`src/rtl/spi_mem_frontend.sv`:
```
// SPI slave front end for the dual-address memory: turns MOSI frames into
// single-cycle write/read strobes and shifts read data back out on MISO.
module spi_mem_frontend #(
    parameter int MEM_WIDTH = 16,
    parameter int ADDR_SIZE = 10
) (
    input  logic                 clk,
    input  logic                 rst,
    input  logic                 ss_n,
    input  logic                 mosi,
    output logic                 miso,
    output logic                 miso_oe,
    output logic [MEM_WIDTH-1:0] mem_din,
    output logic [ADDR_SIZE-1:0] mem_addr_wr,
    output logic [ADDR_SIZE-1:0] mem_addr_rd,
    output logic                 mem_wr_en,
    output logic                 mem_rd_en,
    output logic                 mem_blk_select,
    input  logic [MEM_WIDTH-1:0] mem_dout,
    output logic                 busy
);

    // Frame bit index of the last address bit, last write-data bit and the
    // edge that retires the final read bit.
    localparam int K_ADDR_LAST  = ADDR_SIZE + 1;
    localparam int K_DATA_LAST  = ADDR_SIZE + MEM_WIDTH + 1;
    localparam int K_SHIFT_LAST = ADDR_SIZE + MEM_WIDTH + 3;
    localparam int CNT_W        = $clog2(K_SHIFT_LAST + 1);

    typedef enum logic [3:0] {
        ST_IDLE, ST_OPC, ST_ADDR, ST_WDATA, ST_WSTROBE,
        ST_RSTROBE, ST_RLOAD, ST_RSHIFT, ST_DRAIN
    } state_t;

    state_t                 r_state;
    state_t                 w_next;
    logic [CNT_W-1:0]       r_k;
    logic [1:0]             r_op;
    logic [ADDR_SIZE-1:0]   r_addr_sr;
    logic [MEM_WIDTH-1:0]   r_data_sr;
    logic [MEM_WIDTH-1:0]   r_rd_sr;

    always_ff @(posedge clk) begin
        if (rst) r_state <= ST_IDLE;
        else     r_state <= w_next;
    end

    // ss_n high in any active state aborts the frame before anything else.
    always_comb begin
        w_next = r_state;
        if (r_state != ST_IDLE && ss_n) begin
            w_next = ST_IDLE;
        end else begin
            case (r_state)
                ST_IDLE:    if (!ss_n) w_next = ST_OPC;
                ST_OPC:     w_next = r_op[1] ? ST_DRAIN : ST_ADDR;
                ST_ADDR:    if (r_k == CNT_W'(K_ADDR_LAST))
                                w_next = r_op[0] ? ST_RSTROBE : ST_WDATA;
                ST_WDATA:   if (r_k == CNT_W'(K_DATA_LAST)) w_next = ST_WSTROBE;
                ST_WSTROBE: w_next = ST_DRAIN;
                ST_RSTROBE: w_next = ST_RLOAD;
                ST_RLOAD:   w_next = ST_RSHIFT;
                ST_RSHIFT:  if (r_k == CNT_W'(K_SHIFT_LAST)) w_next = ST_DRAIN;
                ST_DRAIN:   w_next = ST_DRAIN;
                default:    w_next = ST_IDLE;
            endcase
        end
    end

    // NOTE: all sequential state uses non-blocking assignments so every
    // register samples pre-edge values, matching the hardware it describes.
    always_ff @(posedge clk) begin
        if (rst) begin
            r_k         <= '0;
            r_op        <= '0;
            r_addr_sr   <= '0;
            r_data_sr   <= '0;
            r_rd_sr     <= '0;
            mem_din     <= '0;
            mem_addr_wr <= '0;
            mem_addr_rd <= '0;
        end else begin
            r_k <= (w_next == ST_IDLE || w_next == ST_DRAIN) ? '0 : r_k + 1'b1;
            case (r_state)
                ST_IDLE: if (!ss_n) r_op[1] <= mosi;
                ST_OPC:  if (!ss_n) r_op[0] <= mosi;
                ST_ADDR: if (!ss_n) begin
                    r_addr_sr <= {r_addr_sr[ADDR_SIZE-2:0], mosi};
                    if (w_next == ST_RSTROBE)
                        mem_addr_rd <= {r_addr_sr[ADDR_SIZE-2:0], mosi};
                end
                ST_WDATA: if (!ss_n) begin
                    r_data_sr <= {r_data_sr[MEM_WIDTH-2:0], mosi};
                    if (w_next == ST_WSTROBE) begin
                        mem_din     <= {r_data_sr[MEM_WIDTH-2:0], mosi};
                        mem_addr_wr <= r_addr_sr;
                    end
                end
                ST_RLOAD:  if (w_next == ST_RSHIFT) r_rd_sr <= mem_dout;
                ST_RSHIFT: r_rd_sr <= {r_rd_sr[MEM_WIDTH-2:0], 1'b0};
                default: ;
            endcase
        end
    end

    // NOTE: every output gets a default first so no path can infer a latch.
    always_comb begin
        mem_wr_en      = 1'b0;
        mem_rd_en      = 1'b0;
        miso_oe        = 1'b0;
        miso           = 1'b0;
        busy           = (r_state != ST_IDLE);
        if (r_state == ST_WSTROBE) mem_wr_en = 1'b1;
        if (r_state == ST_RSTROBE) mem_rd_en = 1'b1;
        if (r_state == ST_RSHIFT) begin
            miso_oe = 1'b1;
            miso    = r_rd_sr[MEM_WIDTH-1];
        end
        mem_blk_select = mem_wr_en | mem_rd_en;
    end

endmodule
```
`config.mk`:
```
export PLATFORM = sky130hd
export DESIGN_NAME = spi_mem_frontend
export DESIGN_NICKNAME = d
export VERILOG_FILES = /design/src/rtl/spi_mem_frontend.sv
export SDC_FILE = /design/constraint.sdc
export NUM_CORES = 1
export LEC_CHECK = 0
export ABC_AREA = 1
export BUFFER_PORTS_ARGS = -buffer_cell sky130_fd_sc_hd__buf_2
export CAP_MARGIN = 10
export CORE_ASPECT_RATIO = 0.75
export CORE_MARGIN = 8
export CORE_UTILIZATION = 35
export CTS_BUF_LIST = sky130_fd_sc_hd__clkbuf_16
export DETAILED_ROUTE_END_ITERATION = 8
export GPL_TIMING_DRIVEN = 0
export HOLD_SLACK_MARGIN = 0.02
export PLACE_DENSITY = 0.6
export SLEW_MARGIN = 10
export SYNTH_ARGS = -nofsm -noshare
export SYNTH_HDL_FRONTEND = slang
export SYNTH_SLANG_ARGS = --single-unit
```
`constraint.sdc`:
```
create_clock -name clk -period 3.67 [get_ports clk]
set_input_delay 0.1835 -clock clk [delete_from_list [all_inputs] [get_ports clk]]
set_output_delay 0.1835 -clock clk [all_outputs]
set_load 0.05 [all_outputs]
```
# After elaboration in Yosys (flattened, before gate mapping)
# Cells that the tools add are included.
# totals
register_bits	88
latchBits	0
mem_bits_rw	0
mem_bits_ro	0
inputBits	20
out_inout_bits	42
word_cells	58
memories	0
# classes
addsub	1
n_mul	0
n_div	0
magnitude_cmp	0
eq_ne	16
shifts	0
n_mux	14
bitwise	2
n_reduce_logical	15
# op_table
op	n
$pmux 16 s2	1
$pmux 4 s8	1
$eq 4x3->1 const B	7
$mux 4	6
$mux 16	1
$eq 5x5->1 const B	2
$reduce_and 2->1	5
$eq 4x2->1 const B	2
$eq 4x4->1 const B	2
$logic_not 4->1	2
$reduce_and 3->1	2
$add 5x1->5 const B	1
$eq 5x4->1 const B	1
$eq 4x1->1 const B	1
$mux 1	4
$reduce_bool 4->1	1
$reduce_or 2->1	2
$mux 3	1
$ne 2x2->1 const B	1
$reduce_bool 2->1	1
$logic_and 1x1->1	1
$logic_or 1x1->1	1
$not 1->1	1
$or 1x1->1	1

# Longest topological paths before layout
# logic_depth
depth_word	7
depth_mapped	14

# Worst setup path after synthesis
# OpenSTA, ideal clock, no wires.
# synth_path
path_type	register -> register
startpoint	register r_state[2]
endpoint	register mem_addr_wr[6]
t_arrival_ns	2.023
t_required_ns	3.556
slack_ns	1.533
path_stages_with_launch	13
path_buffers	1
period_less_slack_ns	2.137
cell_sequence	dfxtp_1 -> nand2_2 -> nor2_1 -> nor2_1 -> nand2_1 -> nor2_1 -> nand2_2 -> nand2_4 -> nor2_8 -> inv_4 -> buf_6 -> nor2_2 -> nor2_1
# synth_between
elab_chain_len	6
# synth_rtl
element	line	rtl
start, declared	35	state_t r_state;
start signal, assigned	45	else r_state <= w_next;
$eq 4x3->1 or $eq 4x4->1 (tied branches)	54	case (r_state)
$reduce_or 2->1 (no line)	n/a	
$pmux 4 s8	54	
$mux 4	51	if (r_state != ST_IDLE && ss_n) begin
$eq 4x3->1	94	if (w_next == ST_WSTROBE) begin
$reduce_and 3->1 (no line) *	n/a	
end signal, assigned	96	mem_addr_wr <= r_addr_sr;
end, declared	14	output logic [ADDR_SIZE-1:0] mem_addr_wr,
# Every way passes the cells marked *; elsewhere a longest branch is shown, timed or not.
# A chain may end at the register's enable or synchronous reset.

# Worst setup path after layout
# layout_path
startpoint	register r_state[3]
endpoint	output miso
# layout_between
elab_chain_len	2
# layout_rtl
element	line	rtl
$eq 4x3->1	115	if (r_state == ST_RSHIFT) begin
$mux 1	115	
end, declared	11	output logic miso,
# No other way between the ends.

==> reports/summary.md <==
The run finished with clean final reports. In this run the worst hold path is classified as in2reg. Post-synthesis cell type with the largest combined area: sky130_fd_sc_hd__dfxtp_1. The final routed DRC violation total is 0. For the total length of routed wires, the log shows 8.62 mm.

The number of post-CTS setup repair buffers was 0. The die width came out at 133 µm. The tools report the setup total negative slack as 0 ns. Setup violations remaining at the end of the flow were counted as 0. The total overflow left after global routing is 0.

0 antenna diodes ended up in the layout. Setup repair after global routing left no endpoint under its margin. For the final max-slew violation count, the log shows 0.

Final period demand of the worst path: 2.03 ns. The largest voltage drop on the vdd net was 0.195 mV; the sequential fraction of the synthesis area was 0.490. For this run, the slowest stage of the critical path takes 0.36 ns. By startpoint and endpoint, the worst setup path is classified as reg2out.

Data on the critical path is required at its endpoint by 3.49 ns. The tools report the combined area of all synthesized cells as 3590 µm². The number of hold violations in the final report is 0, and the area growth from synthesis to layout is 20.6%. The initial core utilization was 0.355; the area of the placeable core was 10100 µm². The tools report the H-tree level count as 3. The TritonCTS buffer count was 9; the first-pass GRT wire length was 14.9 mm.

In this run, synthesis produced a sequential element count of 88. The tools report the category of the worst setup path capture point as a primary output. The area after detailed placement was 4070 µm²; the count of input and output buffers was 61.

The tool flagged a number of max-cap violations equal to 0. For the pin with the worst max-slew slack, the measured transition is 0.470 ns. Detail-routed via count per cell: 4.63. For this run, the detailed router's first-pass iteration total came to 4.

The clock slew at the register clock pins of the worst setup and hold paths is 0.06 ns, and the overall via count from detail_route is 3207. The floorplan has 32 rows. Highest-delay cell along the critical path: sky130_fd_sc_hd__dfxtp_1. The fraction of the cycle the final worst path needs was 0.552.

The per-instance average area after synthesis was 7.47 µm²; the number of buffers inserted for hold repair after clock tree synthesis was 0. The post-synthesis async set-or-reset flop share is 0, and the post-layout net count is 575. The number of antenna violations at the first check in global routing came out at 0. The tools report the maximum number of pins on one net before global-route repair as 15. Share of cells above drive strength 1: 0.212. The max-slew headroom at the worst pin came out at 0.687. The power per unit of standard cell area was 445 nW/µm²; the half-perimeter wire length after placement was 6.43 mm.

Once detail routing completed, the nets flagged for antenna violations numbered 0. For the worst setup path, the data arrival time is 1.84 ns. Counting distinct cell types in the post-synthesis netlist gives 26. The most used flip-flop cell after synthesis was sky130_fd_sc_hd__dfxtp_1.

The total clock sinks came out at 88. CTS placed an instance of sky130_fd_sc_hd__clkbuf_16 at the clock tree root. TritonCTS built the clock tree.

By area the synthesized netlist is led by sky130_fd_sc_hd__dfxtp_1 (49%), sky130_fd_sc_hd__nor2_1 (11%), sky130_fd_sc_hd__o21ai_0 (6.8%), sky130_fd_sc_hd__nand2_1 (6.8%), sky130_fd_sc_hd__a21oi_1 (3.5%). Timing would allow up to 494 MHz. Among all cell types in the netlist, the one instantiated most often is sky130_fd_sc_hd__nor2_1. Along the worst path, the maximum fanout reaches 10. The average wire per standard cell is 12.4 µm. The die area is 13800 µm². The count of flip-flops with a built-in enable after synthesis works out to 0. Among the stages of the critical path, the cell type that occurs most often is sky130_fd_sc_hd__buf_2. Via count of the first global-routing pass: 3132. The tools report the maximum count of clock buffers along a single path as 2. The area share of the largest cell type after synthesis came out at 0.490. After routing the design area is 4330 µm². The die height works out to 104 µm. The gate count after technology mapping was 481. For this block, the initial DRC count from the detailed router was 205. The worst clock skew was 0.00532 ns.

The critical path goes through inv_2, nand2_2, inv_1, nand2_1, buf_2, buf_1, nor2_1, buf_2. The tools report the total routing resource utilization after global routing as 0.129. Once the clock tree was built, the resizer swapped 0 gates to a different size.

The net count after synthesis was 503. The run gives 0.33 ns as the insertion delay of the later-clocked pin in the worst-skew pair. The tools report the number of placed I/O pins as 62. By count the netlist is led by sky130_fd_sc_hd__nor2_1 (102), sky130_fd_sc_hd__dfxtp_1 (88), sky130_fd_sc_hd__nand2_1 (65). The run gives 0.847 as the placer's final routability congestion estimate.

STA classifies the critical path startpoint as a flip-flop. For this run, the number of Yosys warnings is 0. The analysis attributes to cell leakage a power of 2.10 nW.
==> layout make-up <==
cell class | count | area (µm²)
tap | 136 | 170
multi-input combinational | 332 | 1560
clock inverter | 6 | 38.8
inverter | 35 | 134
buffer | 26 | 135
timing repair buffer | 61 | 305
clock buffer | 9 | 225
fill | 1069 | 5800
sequential | 88 | 1760
==> stage by stage <==
step | total power, mW | setup WS (ns) | instances | hold WS (ns) | util
2_1_floorplan | 1.09 | 1.53 | 481 | 0.253 | -
3_3_place_gp | 1.13 | 1.77 | 678 | 0.421 | 0.402
3_5_place_dp | 1.14 | 1.68 | 678 | 0.427 | 0.402
4_1_cts | 1.95 | 1.63 | 693 | 0.0656 | 0.428
5_1_grt | 2.01 | 1.42 | 693 | 0.0716 | 0.428
6_report | 1.93 | 1.64 | 693 | 0.0814 | 0.428
==> layout by cell type, fill, tap and decap left out, types with 9 or more instances in the layout <==
cell / count
sky130_fd_sc_hd__nor2_1: 102
sky130_fd_sc_hd__dfxtp_1: 88
sky130_fd_sc_hd__buf_2: 67
sky130_fd_sc_hd__nand2_1: 65
sky130_fd_sc_hd__o21ai_0: 49
sky130_fd_sc_hd__inv_1: 30
sky130_fd_sc_hd__a21oi_1: 25
sky130_fd_sc_hd__o21ai_1: 22
sky130_fd_sc_hd__nor2_2: 20
sky130_fd_sc_hd__nand3_1: 18
sky130_fd_sc_hd__a31oi_1: 15
sky130_fd_sc_hd__clkbuf_1: 13
sky130_fd_sc_hd__clkbuf_16: 9
==> registers in the layout (all words and copies together), names as in the netlist <==
signal       cells
r_rd_sr         16
r_op             2
mem_addr_wr     10
r_k              5
mem_addr_rd     10
r_addr_sr       10
r_state          4
r_data_sr       15
mem_din         16
==> cell families (layout without fill, tap and decap cells) <==
| family | after synthesis | in the layout | synth area share |
|---|---|---|---|
| AOI/OAI and AO/OA | 112 | 112 | 0.162 |
| xor gates and xnor gates | 2 | 2 | 0.00488 |
| adders and majority gates | 2 | 2 | 0.00696 |
| buffers and inverters | 61 | 137 | 0.0749 |
| DFF | 88 | 88 | 0.490 |
| and+or+nand+nor | 216 | 216 | 0.261 |
==> report_power, final <==
group          internal [mW]  total (mW)  leakage (nW)  switching (mW)
logic                 0.0388       0.125          1.25          0.0863
registers              0.974       0.990         0.710          0.0162
clock network          0.452       0.813         0.132           0.362
total                   1.46        1.93          2.10           0.464
==> worst max-delay path, delay by kind of cell, from the launching register on <==
kind          cells  cell delay [ns]
flops             1             0.36
buf+inv           5             0.87
simple gates      3             0.26
==> path summary, 6_finish.rpt <==
kind	from	slack [ns]	depth (start not counted)	endpoint
hold / removal	rst	0.08	2	r_state[0]
hold reg to reg	r_k[0]	0.47	1	r_k[0]
setup reg to reg	r_k[0]	1.66	12	r_k[2]
setup / recovery	r_state[3]	1.64	8	miso
==> layer usage <==
layer,part of all wire,wire (µm),track usage
met1,0.51,4430,0.169
met2,0.42,3660,0.196
met3,0.049,419,0.0420
met4,0.013,115,0.0412
met5,0,0,0
(Power assumes the default switching activity.)
